--- config.mk ---
export PLATFORM = sky130hd
export DESIGN_NAME = uart_rx_sipo
export DESIGN_NICKNAME = d
export VERILOG_FILES = /design/src/rtl/uart_pkg.sv /design/src/rtl/sync_2ff.sv /design/src/rtl/uart_rx_sipo.sv
export SDC_FILE = /design/constraint.sdc
export NUM_CORES = 1
export LEC_CHECK = 0
export BUFFER_PORTS_ARGS = -buffer_cell sky130_fd_sc_hd__buf_2
export CAP_MARGIN = 20
export CELL_PAD_IN_SITES_DETAIL_PLACEMENT = 1
export CELL_PAD_IN_SITES_GLOBAL_PLACEMENT = 1
export CORE_ASPECT_RATIO = 1.75
export CORE_MARGIN = 5
export CORE_UTILIZATION = 40
export DETAILED_ROUTE_END_ITERATION = 12
export HOLD_SLACK_MARGIN = 0.08
export PLACE_DENSITY = 0.74
export SYNTH_ARGS = -nofsm -noshare
export SYNTH_HDL_FRONTEND = slang
export SYNTH_SLANG_ARGS = --single-unit
--- constraint.sdc ---
create_clock -name clk -period 4.7 [get_ports clk]
set_input_delay 0.47 -clock clk [delete_from_list [all_inputs] [get_ports clk]]
set_output_delay 0.47 -clock clk [all_outputs]
set_load 0.03 [all_outputs]
--- src/rtl/uart_pkg.sv ---
// rtl/uart_pkg.sv - shared types and defaults for the UART receive path
package uart_pkg;

    typedef enum logic [2:0] {
        IDLE    = 3'd0,
        START   = 3'd1,
        DATA    = 3'd2,
        PARITY  = 3'd3,
        STOP    = 3'd4,
        CLEANUP = 3'd5
    } state_t;

    localparam int   DEFAULT_CLKS_PER_BIT = 16;
    localparam int   DEFAULT_DATA_BITS    = 8;
    localparam logic IDLE_LEVEL           = 1'b1;

endpackage

--- src/rtl/sync_2ff.sv ---
// rtl/sync_2ff.sv - generic two-flop synchroniser for asynchronous inputs
module sync_2ff #(
    parameter logic INIT = 1'b1
) (
    input  logic clk,
    input  logic rst,
    input  logic d,
    output logic q
);

    logic meta;

    always_ff @(posedge clk) begin
        if (rst) begin
            meta <= INIT;
            q    <= INIT;
        end else begin
            meta <= d;
            q    <= meta;
        end
    end

endmodule

--- src/rtl/uart_rx_sipo.sv ---
// rtl/uart_rx_sipo.sv - UART receiver, mid-bit sampling; UART_RX_PARITY_EN adds even parity
module uart_rx_sipo
    import uart_pkg::*;
#(
    parameter int CLKS_PER_BIT = DEFAULT_CLKS_PER_BIT,
    parameter int DATA_BITS    = DEFAULT_DATA_BITS
) (
    input  logic                 clk,
    input  logic                 rst,
    input  logic                 serial_in,
    output logic [DATA_BITS-1:0] rx_data,
    output logic                 rx_valid,
    output logic                 frame_err,
    output logic                 busy
`ifdef UART_RX_PARITY_EN
    ,
    output logic                 parity_err
`endif
);

    localparam int CW = $clog2(CLKS_PER_BIT);
    localparam int BW = $clog2(DATA_BITS) + 1;
    localparam logic [CW-1:0] HALF_M1  = CW'(CLKS_PER_BIT / 2 - 1);
    localparam logic [CW-1:0] FULL_M1  = CW'(CLKS_PER_BIT - 1);
    localparam logic [BW-1:0] LAST_BIT = BW'(DATA_BITS - 1);

    state_t                 state_q, state_d;
    logic                   s_rx;
    logic [CW-1:0]          clk_cnt;
    logic [BW-1:0]          bit_idx;
    logic [DATA_BITS-1:0]   shreg;
    logic                   brk_q;
    logic                   cnt_clr, bit_clr, bit_inc, shift_en, stop_done;
`ifdef UART_RX_PARITY_EN
    logic                   par_done, par_bad;
`endif

    sync_2ff #(.INIT(IDLE_LEVEL)) u_sync (
        .clk (clk),
        .rst (rst),
        .d   (serial_in),
        .q   (s_rx)
    );

    always_ff @(posedge clk) begin
        if (rst) state_q <= IDLE;
        else     state_q <= state_d;
    end

    always_comb begin
        state_d   = state_q;
        cnt_clr   = 1'b0;
        bit_clr   = 1'b0;
        bit_inc   = 1'b0;
        shift_en  = 1'b0;
        stop_done = 1'b0;
`ifdef UART_RX_PARITY_EN
        par_done  = 1'b0;
`endif
        case (state_q)
            IDLE: begin
                cnt_clr = 1'b1;
                bit_clr = 1'b1;
                // After a break, wait for the line to go high before arming again
                if (s_rx != IDLE_LEVEL && !brk_q) state_d = START;
            end
            START: begin
                if (clk_cnt == HALF_M1) begin
                    cnt_clr = 1'b1;
                    bit_clr = 1'b1;
                    state_d = (s_rx == IDLE_LEVEL) ? IDLE : DATA;
                end
            end
            DATA: begin
                if (clk_cnt == FULL_M1) begin
                    cnt_clr  = 1'b1;
                    shift_en = 1'b1;
                    bit_inc  = 1'b1;
                    if (bit_idx == LAST_BIT) begin
`ifdef UART_RX_PARITY_EN
                        state_d = PARITY;
`else
                        state_d = STOP;
`endif
                    end
                end
            end
`ifdef UART_RX_PARITY_EN
            PARITY: begin
                if (clk_cnt == FULL_M1) begin
                    cnt_clr  = 1'b1;
                    par_done = 1'b1;
                    state_d  = STOP;
                end
            end
`endif
            STOP: begin
                if (clk_cnt == FULL_M1) begin
                    cnt_clr   = 1'b1;
                    stop_done = 1'b1;
                    state_d   = CLEANUP;
                end
            end
            CLEANUP: begin
                cnt_clr = 1'b1;
                bit_clr = 1'b1;
                state_d = IDLE;
            end
            default: state_d = IDLE;
        endcase
    end

    always_ff @(posedge clk) begin
        if (rst) begin
            clk_cnt   <= '0;
            bit_idx   <= '0;
            shreg     <= '0;
            rx_data   <= '0;
            rx_valid  <= 1'b0;
            frame_err <= 1'b0;
            brk_q     <= 1'b0;
`ifdef UART_RX_PARITY_EN
            par_bad    <= 1'b0;
            parity_err <= 1'b0;
`endif
        end else begin
            clk_cnt   <= cnt_clr ? '0 : clk_cnt + 1'b1;
            rx_valid  <= 1'b0;
            frame_err <= 1'b0;
`ifdef UART_RX_PARITY_EN
            parity_err <= 1'b0;
            if (par_done) par_bad <= (s_rx != ^shreg);
`endif
            if (bit_clr)      bit_idx <= '0;
            else if (bit_inc) bit_idx <= bit_idx + 1'b1;
            // LSB arrives first, so shifting right leaves it at bit 0
            if (shift_en) shreg <= {s_rx, shreg[DATA_BITS-1:1]};
            if (stop_done) begin
                if (s_rx == IDLE_LEVEL) begin
`ifdef UART_RX_PARITY_EN
                    if (par_bad) begin
                        parity_err <= 1'b1;
                    end else begin
                        rx_valid <= 1'b1;
                        rx_data  <= shreg;
                    end
`else
                    rx_valid <= 1'b1;
                    rx_data  <= shreg;
`endif
                end else begin
                    frame_err <= 1'b1;
                    brk_q     <= 1'b1;
                end
            end else if (brk_q && s_rx == IDLE_LEVEL) begin
                brk_q <= 1'b0;
            end
        end
    end

    assign busy = (state_q != IDLE);

endmodule

==> metrics <==
crit path max fanout=12; Slew @ Worst Pin=roughly 0.70 ns; Core Area=3360 µm²; post-cts gate resize count=0; ys async rst share=0%; io pins=14; Die Height=88.0 µm; Post-Route WL=around 3.2 mm; number of port buffers=13; crit path DAT=about 2.2 ns; TritonCTS Buffers=5; share of post-route cells with drive strength above 1=15.7%; yosys warns=0; Critical Path Start Type=flip-flop; fin crit period=around 2.0 ns; first-pass GRT wire length=approximately 5.6 mm; status=completed; clock skew=approximately 0.0026 ns; Placer Congestion=~0.83; Seq/Total Area, Yosys=between 40% and 50%; ANT cells=0; cell area after layout=about 1600 µm²; Layout Cells excl Fill=211; most common flop cell mapped by yosys=dfxtp_1; register area=around 640 µm²; vias=approximately 1200; Setup Fix Bufs, Post-CTS=0; number of synthesized flops with an enable pin=0; Fill cells=~420; placed instance count=around 200; number of global-route vias before repair=between 1000 and 1500; slew margin rel.=a little over half; Pre-antenna DRT Iters=4; multi-input logic area=a little under 700 µm²; final core utilization=~46%; CP required=between 4 and 5 ns; Clk Latency, worst-skew pair=0.28 ns; Hold Crit Class=in2reg; CTS max path bufs=2; Area contributors post-synth=dfxtp_1 (46%), mux2i_1 (5.8%), nand2_1 (4.9%), nand3_1 (4.7%), o21ai_0 (4.7%); crit path cell chain=ha_1 -> and4b_1 -> and3_1 -> mux2i_1; Hold Buf Count CTS=0; CP Capture Type=flip-flop; CTS sink count=32; fin nets=170; largest net degree at the start of global routing=21; DR iter-0 viols=7; Post-Syn Area=between 1000 and 1500 µm²; most frequent cell after synthesis=dfxtp_1; CTS tree=built; Netlist cell types=37; final-report max-slew violation count=0; drt wl/cell=15.4 µm; setup TNS=0 ns; Max Cap Viol=0; area growth from synthesis to layout=11.8%; Post-Syn Nets=roughly 160; die footprint=~4800 µm²; Die Wd=roughly 55 µm; Seq cells post-synth=32; initial core utilization=roughly 41%; Synth top area share=a little under half; initial antenna violation count=0; Residual DRC=0; leakage=between 0.5 and 0.6 nW; Hold Vio Cnt, Final=0; Finish-stage setup viols=0; H-tree levels=2; area leader, netlist=dfxtp_1; Mapped Cells=around 160; clock transition at the registers of the reported paths=0.07 ns; RSZ-0062 raised after global routing=false; crit-path max cell delay=0.51 ns; synth cell count leaders=dfxtp_1 (32), nand2_1 (18), nand3_1 (13), o21ai_0 (13), a21oi_1 (12); total grt overflow=0; Final period util=42.9%; Post-DRT Antenna Nets=0; number of placement rows=28; syn avg cell area=slightly below 9 µm²; fmax=just under 500 MHz; Crit Path Category=reg2reg; GRT Util Overall=between 10% and 20%; Root Driver=clkbuf_8; Max VDD drop=~0.16 mV; Detailed Place HPWL=around 2.4 mm; pwr dens=around 330 nW/µm²; Worst path slowest cell=and3_1; Placed Area=~1500 µm²; vias per cell=roughly 5.5
-- cells in the final DEF, fill, tap and decap left out, types with 2 or more instances in the layout --
cell type,instances
mux2i_1,8
o31ai_1,2
or3_1,2
nand3_1,13
clkinv_2,2
a21oi_1,12
o21ai_0,13
or2_2,2
nor2b_1,5
inv_1,4
dfxtp_1,32
nor2_1,6
ha_1,2
a211oi_1,5
clkbuf_8,6
buf_2,13
nand2_1,18
-- worst max-delay path, delay by kind of cell (launching register included) --
family / cells / cell delay, ns
AND/OR/NAND/NOR: 2 / 1.00
adder cells (fa/ha/maj): 1 / 0.32
multiplexers: 1 / 0.26
flip-flops: 1 / 0.36
-- state kept, by name (all words and copies together), names as in the netlist --
| signal | cells |
|---|---|
| rx_data | 8 |
| shreg | 8 |
| bit_idx | 4 |
| clk_cnt | 4 |
| state_q | 3 |
| brk_q | 1 |
| frame_err | 1 |
| rx_valid | 1 |
| u_sync.meta | 1 |
| u_sync.q | 1 |
-- kinds of logic after synthesis --
| group | share of synthesized area (%) |
|---|---|
| adders and majority gates | 1.80 |
| AOI/OAI and AO/OA | 18.0 |
| DFF | 46.1 |
| and+or+nand+nor | 23.0 |
| buffers and inverters | 4.68 |
| xor gates and xnor gates | 0.630 |
| muxes | 5.76 |
-- per-stage QoR --
stage	hold slack, ns	total power, mW	setup slack, ns
final	0.366	0.505	2.68
after global routing	0.361	0.525	2.45
after CTS	0.366	0.512	2.65
after detailed placement	0.398	0.294	2.66
after global placement	0.392	0.294	2.78
after floorplan	0.389	0.291	3.15
-- layer usage --
layer,vias up,track usage [%],wire length [µm]
met3,12,3.92,98
li1,574,-,-
met2,23,29.9,1820
met5,-,0,0
met4,0,8.39,108
met1,556,14.9,1220
-- where the power goes --
part | total (mW) | switching, mW | leakage (nW) | internal [mW]
clock network | 0.217 | 0.101 | 0.0510 | 0.117
registers | 0.275 | 0.00204 | 0.258 | 0.273
logic | 0.0132 | 0.00925 | 0.274 | 0.00399
-- final timing paths --
path / endpoint / cells past startpoint / slack, ns / startpoint
setup / recovery: rx_data[3] / 4 / 2.68 / clk_cnt[0]
hold / removal: u_sync.meta / 2 / 0.37 / serial_in
setup reg to reg: rx_data[3] / 4 / 2.68 / clk_cnt[0]
hold reg to reg: u_sync.q / 1 / 0.41 / u_sync.meta
-- layout make-up --
cell class / instances / area share (%)
Tap cell: 45 / 3.62
Inverter: 4 / 0.966
Timing Repair Buffer: 13 / 4.19
Sequential cell: 32 / 41.2
Clock inverter: 2 / 0.644
Clock buffer: 6 / 5.31
Multi-Input combinational cell: 109 / 44.0
Note: power is estimated with default switching activity, not from simulation.
